### src/rtl/viterbi_channel_inj.sv
// Channel error injector between a convolutional encoder and Viterbi decoder.
// Optional statistics counters: define VITERBI_INJ_STATS_EN to build them.
module viterbi_channel_inj #(
    parameter int          SYM_W     = 2,
    parameter int          PER_W     = 8,
    parameter int          CNT_W     = 16,
    parameter logic [15:0] LFSR_SEED = 16'hACE1
) (
    input  logic             clk,
    input  logic             rst,
    input  logic [1:0]       mode_i,
    input  logic [PER_W-1:0] period_i,
    input  logic [PER_W-1:0] burst_i,
    input  logic [15:0]      thresh_i,
    input  logic             clr_i,
    input  logic             valid_i,
    input  logic [SYM_W-1:0] d_i,
    output logic             valid_o,
    output logic [SYM_W-1:0] d_o,
    output logic [SYM_W-1:0] err_o,
    output logic [CNT_W-1:0] sym_ct_o,
    output logic [CNT_W-1:0] bit_ct_o
);

    localparam int BS_W = (SYM_W > 1) ? $clog2(SYM_W) : 1;

    typedef enum logic [1:0] {
        M_PASS  = 2'd0,
        M_PER   = 2'd1,
        M_BURST = 2'd2,
        M_RAND  = 2'd3
    } mode_e;

    mode_e            mode_q;
    logic [PER_W-1:0] phase_q, phase_d, phase_eff;
    logic [BS_W-1:0]  bit_sel_q, bit_sel_d;
    logic [15:0]      lfsr_q, lfsr_d;
    logic             valid_q;
    logic [SYM_W-1:0] d_q, d_d;
    logic [SYM_W-1:0] err_q, err_d;
    logic [SYM_W-1:0] mask;
    logic             per_nz;
    logic             inj;

    always_comb begin
        per_nz    = (period_i != '0);
        phase_eff = phase_q;
        // A mode switch or a shrunk period restarts the pattern at phase 0
        if ((mode_i != mode_q) || (phase_q >= period_i)) begin
            phase_eff = '0;
        end

        inj = 1'b0;
        unique case (mode_i)
            M_PASS:  inj = 1'b0;
            M_PER:   inj = per_nz && (phase_eff == '0);
            M_BURST: inj = per_nz && (phase_eff < burst_i);
            M_RAND:  inj = (lfsr_q < thresh_i);
            default: inj = 1'b0;
        endcase

        mask = inj ? (SYM_W'(1) << bit_sel_q) : '0;

        bit_sel_d = bit_sel_q;
        if (inj) begin
            if (bit_sel_q == BS_W'(SYM_W - 1)) begin
                bit_sel_d = '0;
            end else begin
                bit_sel_d = bit_sel_q + BS_W'(1);
            end
        end

        phase_d = '0;
        if (per_nz && (phase_eff != period_i - PER_W'(1))) begin
            phase_d = phase_eff + PER_W'(1);
        end

        lfsr_d = {1'b0, lfsr_q[15:1]} ^ (lfsr_q[0] ? 16'hB400 : 16'h0000);

        d_d   = d_q;
        err_d = err_q;
        if (valid_i) begin
            d_d   = d_i ^ mask;
            err_d = mask;
        end
    end

    always_ff @(posedge clk) begin
        if (rst) begin
            mode_q    <= M_PASS;
            phase_q   <= '0;
            bit_sel_q <= '0;
            lfsr_q    <= LFSR_SEED;
            valid_q   <= 1'b0;
            d_q       <= '0;
            err_q     <= '0;
        end else begin
            valid_q <= valid_i;
            d_q     <= d_d;
            err_q   <= err_d;
            if (valid_i) begin
                mode_q    <= mode_e'(mode_i);
                phase_q   <= phase_d;
                bit_sel_q <= bit_sel_d;
                lfsr_q    <= lfsr_d;
            end
        end
    end

    assign valid_o = valid_q;
    assign d_o     = d_q;
    assign err_o   = err_q;

`ifdef VITERBI_INJ_STATS_EN
    logic [CNT_W-1:0] sym_ct_q, sym_ct_d;
    logic [CNT_W-1:0] bit_ct_q, bit_ct_d;

    always_comb begin
        sym_ct_d = sym_ct_q;
        bit_ct_d = bit_ct_q;
        if (valid_i) begin
            if (clr_i) begin
                sym_ct_d = CNT_W'(1);
                bit_ct_d = CNT_W'(inj);
            end else begin
                if (!(&sym_ct_q)) begin
                    sym_ct_d = sym_ct_q + CNT_W'(1);
                end
                if (inj && !(&bit_ct_q)) begin
                    bit_ct_d = bit_ct_q + CNT_W'(1);
                end
            end
        end else if (clr_i) begin
            sym_ct_d = '0;
            bit_ct_d = '0;
        end
    end

    always_ff @(posedge clk) begin
        if (rst) begin
            sym_ct_q <= '0;
            bit_ct_q <= '0;
        end else begin
            sym_ct_q <= sym_ct_d;
            bit_ct_q <= bit_ct_d;
        end
    end

    assign sym_ct_o = sym_ct_q;
    assign bit_ct_o = bit_ct_q;
`else
    logic unused_clr;
    assign unused_clr = clr_i;
    assign sym_ct_o   = '0;
    assign bit_ct_o   = '0;
`endif

endmodule

### config.mk
export PLATFORM = sky130hd
export DESIGN_NAME = viterbi_channel_inj
export DESIGN_NICKNAME = d
export VERILOG_FILES = /design/src/rtl/viterbi_channel_inj.sv
export SDC_FILE = /design/constraint.sdc
export NUM_CORES = 1
export LEC_CHECK = 0
export ABC_AREA = 0
export CAP_MARGIN = 20
export CORE_UTILIZATION = 35
export CTS_BUF_LIST = sky130_fd_sc_hd__clkbuf_4 sky130_fd_sc_hd__clkbuf_8 sky130_fd_sc_hd__clkbuf_16
export DETAILED_ROUTE_END_ITERATION = 8
export PLACE_DENSITY = 0.61
export SYNTH_ARGS = -nofsm -noshare
export SYNTH_HDL_FRONTEND = slang
export SYNTH_SLANG_ARGS = --single-unit
### constraint.sdc
create_clock -name clk -period 8.6 [get_ports clk]
set_clock_uncertainty 0.15 [all_clocks]
set_input_delay 1.72 -clock clk [delete_from_list [all_inputs] [get_ports clk]]
set_output_delay 1.72 -clock clk [all_outputs]
set_load 0.01 [all_outputs]
==> run metrics, run 1 <==
status completed; Slew @ Worst Pin 0.913 ns; Final ANT Viol Nets 0; Reg area 641 um^2; DR DRC count 0; setup_tns 0 ns; largest net degree at the start of global routing 36; H-tree levels 2; family with the most delay on the worst path compound AO/OA/AOI/OAI gates; list of most frequent post-synthesis cells inv_1, ha_1, buf_4, dfxtp_1, nor2_1; total detailed-routing wirelength 6070 um; IO buf count 43; initial antenna violation count 0; Post-synth EDFFs 0; Filler cells about 800; vias in the first global route 2160; Final Hold Vio Count 0; Primary FF master, synth dfxtp_1; YS warnings 0; relative slew slack 0.390; RSZ-0062 raised after global routing false; Pins Over Slew Limit 0; Netlist cell types 55; post-CTS setup buffers 0; fraction of layout cells with a size suffix above 1 0.0567; FMAX 182 MHz; clock tree sinks 32; GR Overflow Total 0; crit end category flop; DR pass1 iterations 4; cts hold-fix bufs 0; wire per inst between 10 and 15 um; DP Wirelength 4680 um; min Tclk post-route ~5.5 ns; 1st-iter DRT viols 80; global-route wire length before repair 10100 um; Tcrit/Tclk final 0.638; vias per cell about 4.8; DIE WIDTH between 90 and 100 um; Area Overhead vs Synth 14.8%; Yosys top cell by area dfxtp_1; worst setup path category in2reg; sequential area share after synthesis 0.222; Core Util, Final 0.422; Area contributors post-synth dfxtp_1, ha_1, buf_4, inv_1, xnor2_1; most frequent cell after synthesis inv_1; post-synthesis sequential element count 32; Yosys top cell area share 0.222; GP Congestion 0.820; Worst EP required 8.64 ns; clk slew on worst S/H paths 0.06 ns; Syn Inst Count 351; critical path's largest stage delay 0.59 ns; Syn Area/Cell 8.22 um^2; GR Util All Layers 0.145; final setup vio count 0; Crit path arrival time 5.52 ns; Worst Path Buf+Inv 1; clock root buffer clkbuf_8; Top Ports 77; most used cell, CP ha_1; die height 92.8 um; Max FO, Critical Path 20; area occupied by multi-input gates ~1900 um^2; Hold Crit Class reg2reg; Power Density 112 nW/um^2; Final nets roughly 460; core area about 7800 um^2; Post-Syn Area 2880 um^2; worst vdd ir 0.0628 mV; worst skew pair latency between 0.2 and 0.3 ns; CTS Buffer Depth 2; P_leak 1.61 nW; Max stage delay cell, worst path clkdlybuf4s50_1; Worst Setup Start Kind input port; TritonCTS clock tree built; cts repair resizes 0; DIE AREA ~8600 um^2; cts bufs inserted 5; Std-Cell Rows 32; Antenna diodes 0; Initial Util 0.368; Synth async-reset ratio 0; Tot Pwr 0.000372 W; total number of vias 2328; CP cell instances clkdlybuf4s50_1 -> ha_1 -> nand2b_1 -> a2111oi_0 -> o311a_2 -> and2_1 -> ha_1 -> and3_1 -> nand3_1 -> nor3_1 -> nor4_1 -> a31oi_1 -> a21boi_0 -> xnor2_1 -> a211oi_1; maxcap violations 0
-- cells in the final DEF (no fill, tap or decap), types with 7 or more instances in the layout --
| cell | instances |
|---|---|
| ha_1 | 36 |
| conb_1 | 32 |
| a21o_1 | 7 |
| dfxtp_1 | 32 |
| nand3_1 | 10 |
| nand2_1 | 10 |
| clkdlybuf4s50_1 | 43 |
| xnor2_1 | 13 |
| o21ai_0 | 8 |
| nor2b_1 | 10 |
| nor2_1 | 29 |
| nor3_1 | 8 |
| a21oi_1 | 11 |
| a211o_1 | 9 |
| mux2i_1 | 10 |
| inv_1 | 41 |
-- per-layer routing --
layer,share of wire,vias to the layer above,track usage
met5,0,-,0
met4,0.0099,0,0.0321
met3,0.040,8,0.0205
met2,0.44,54,0.230
met1,0.51,1045,0.205
li1,-,1221,-
-- final timing paths --
check	start	slack [ns]	cells past startpoint	end
worst max-delay path	period_i[0]	3.11	15	d_o[1]
worst min-delay path	d_o[1]	0.33	2	d_o[1]
worst max register to register	phase_q[0]	4.55	15	d_o[1]
worst min register to register	d_o[1]	0.33	2	d_o[1]
-- state kept, by name (all words and copies together), names as in the netlist --
signal     count
valid_o        1
mode_q         2
bit_sel_q      1
d_o            2
err_o          2
lfsr_q        16
phase_q        8
-- worst min-delay path: stages (launching register included) --
cell	delay [ns]
dfxtp_1	0.31
nor2_1	0.08
a211oi_1	0.05
-- cell type report --
class                      instances  share of cell area
multi-input combinational        264               0.565
clock inverter                     1             0.00151
clock buffer                       6              0.0231
sequential                        32               0.193
tap                              102              0.0385
timing repair buffer              44               0.132
inverter                          41              0.0465
-- logic make-up (layout without fill, tap and decap cells) --
logic type | Yosys count | after routing | synth area share
flip-flops | 32 | 32 | 0.222
XOR/XNOR | 16 | 16 | 0.0486
multiplexers | 10 | 10 | 0.0347
other | 1 | 32 | 0.00130
adder cells (fa/ha/maj) | 36 | 36 | 0.156
AND/OR/NAND/NOR | 101 | 101 | 0.189
AO/OA/AOI/OAI | 69 | 69 | 0.178
buffers and inverters | 86 | 92 | 0.170
-- power breakdown --
group / internal, W / switching, W / total (W)
Combinational: 0.0000475 / 0.0000486 / 0.0000960
Clock: 0.0000581 / 0.0000536 / 0.000112
Sequential: 0.000157 / 0.00000762 / 0.000165
-- stage by stage --
stage | cells | setup slack, ns | hold WS [ns] | area, um^2
finish | 490 | 3.11 | 0.335 | 3310
global route | 490 | 2.82 | 0.375 | 3310
CTS | 490 | 3.10 | 0.335 | 3310
detailed placement | 483 | 2.84 | 0.324 | 3230
global placement | 483 | 2.81 | 0.315 | 3230
floorplan | 382 | 3.85 | 0.307 | 3000
Power figures use the tool's default switching activity.
==> run 2, diff against run 1 <==
- clock period: 8.6 -> 5.7 ns (I/O delays scaled with it)
==> run 2 against run 1 <==
Effect of this change: clock power rose by 49%; hold slack got worse by 0.0011 ns; die area did not move; sequential cell count did not move; critical path type unchanged; highest routed layer unchanged.
==> run metrics, run 2 (synthesis gave the netlist of run 1 again) <==
status completed; DR pass1 iterations 4; pre-CTS setup slack between 0.5 and 0.6 ns; FMAX 204 MHz; fraction of layout cells with a size suffix above 1 0.0567; GR Util All Layers 0.146; Initial Util 0.368; Area Overhead vs Synth 14.8%; Std-Cell Rows 32; Crit path arrival time 4.94 ns; Tcrit/Tclk final 0.860; capture point of the worst reg-to-reg path d_o[1]; total number of vias 2344; vias in the first global route around 2200; Top Ports 77; most frequent cells in the layout clkdlybuf4s50_1, inv_1, ha_1; Final Hold Vio Count 0; Power Density 169 nW/um^2; min Tclk post-route 4.90 ns; CTS Buffer Depth 2; Final ANT Viol Nets 0; core area around 7800 um^2; global-route wire length before repair about 10000 um; wire per inst 12.2 um; final setup vio count 0; initial antenna violation count 0; crit end category flop; GP Congestion 0.816; worst setup path category in2reg; clock root buffer clkbuf_8; RSZ-0062 raised after global routing false; Worst Setup Start Kind input port; post-route setup slack 0.801 ns; Final nets 464; worst skew pair latency approximately 0.28 ns; Max FO, Critical Path 20; R2R Path Start phase_q[0]; Reg2Reg Depth 15; 1st-iter DRT viols 95; clk slew on worst S/H paths 0.06 ns; IO buf count 43; flop2flop setup slack about 1.6 ns; DIE WIDTH 92.8 um; Top reg by flops lfsr_q; Antenna diodes 0; die height 92.8 um; H-tree levels 2; TritonCTS clock tree built; Worst EP required 5.74 ns; cts repair resizes 0; GR Overflow Total 0; Filler cells 810; cts bufs inserted 5; Pins Over Slew Limit 0; relative slew slack 0.395; hold path start d_o[0]; largest registers lfsr_q (16), phase_q (8); Slew @ Worst Pin 0.905 ns; hold depth 2; Min-Delay Endpoint d_o[0]; max reg flops 16; total detailed-routing wirelength 5980 um; maxcap violations 0; DR DRC count 0; worst vdd ir a little over 0.08 mV; Fin Hold WS 0.334 ns; cts hold-fix bufs 0; setup_tns 0 ns; DP Wirelength 4690 um; DIE AREA approximately 8600 um^2; P_leak 1.61 nW; leading cell type in the layout, fill and taps excluded clkdlybuf4s50_1; post-CTS setup buffers 0; largest net degree at the start of global routing 36; vias per cell 4.78; clock tree sinks 32; Hold Crit Class reg2reg
==> run 2: area by class of cell <==
class,instances,area (um^2),area share
Clock inverter,1,5.00,0.00151
Clock buffer,6,76.3,0.0231
Multi-Input combinational cell,264,1870,0.565
Inverter,41,154,0.0465
Timing Repair Buffer,44,438,0.132
Tap cell,102,128,0.0385
Sequential cell,32,641,0.193
==> run 2: worst max-delay path by stage <==
stage,start,endpoint,slack (ns),cells after the start
floorplan,period_i[0],d_o[1],1.53,16
global placement,period_i[0],d_o[1],0.53,15
detailed placement,period_i[0],d_o[1],0.52,15
CTS,period_i[0],d_o[1],0.80,15
global route,period_i[5],d_o[1],0.50,16
finish,period_i[0],d_o[1],0.80,15
==> run 2: where the power goes <==
group	internal [W]	switching (W)
Sequential	0.000237	0.0000115
Clock	0.0000876	0.0000795
Combinational	0.0000714	0.0000734
Total	0.000396	0.000164
==> run 2: metrics by stage <==
step / utilization / cell area, um^2 / power (W) / instances
global route: 0.422 / 3310 / 0.000600 / 490
finish: 0.422 / 3310 / 0.000560 / 490
global placement: 0.412 / 3230 / 0.000395 / 483
floorplan: - / 3000 / 0.000362 / 382
detailed placement: 0.412 / 3230 / 0.000398 / 483
CTS: 0.422 / 3310 / 0.000569 / 490
==> run 2: routing by layer <==
layer	vias up	global-route usage	wire length [um]
li1	1222	-	-
met3	2	0.0312	269
met2	53	0.234	2680
met1	1067	0.201	3010
met5	-	0	0
met4	0	0.0308	30
==> run 2: worst max-delay path, cell delays in order <==
cell             delay (ns)
clkdlybuf4s50_1        0.57
ha_1                   0.26
nand2b_1               0.14
a2111oi_0              0.43
o311a_2                0.45
and2_1                 0.24
ha_1                   0.25
and3_1                 0.18
nand3_1                0.11
nor3_1                 0.06
nor4_1                 0.22
a31oi_1                0.16
a21boi_0               0.37
xnor2_1                0.11
a211oi_1               0.22
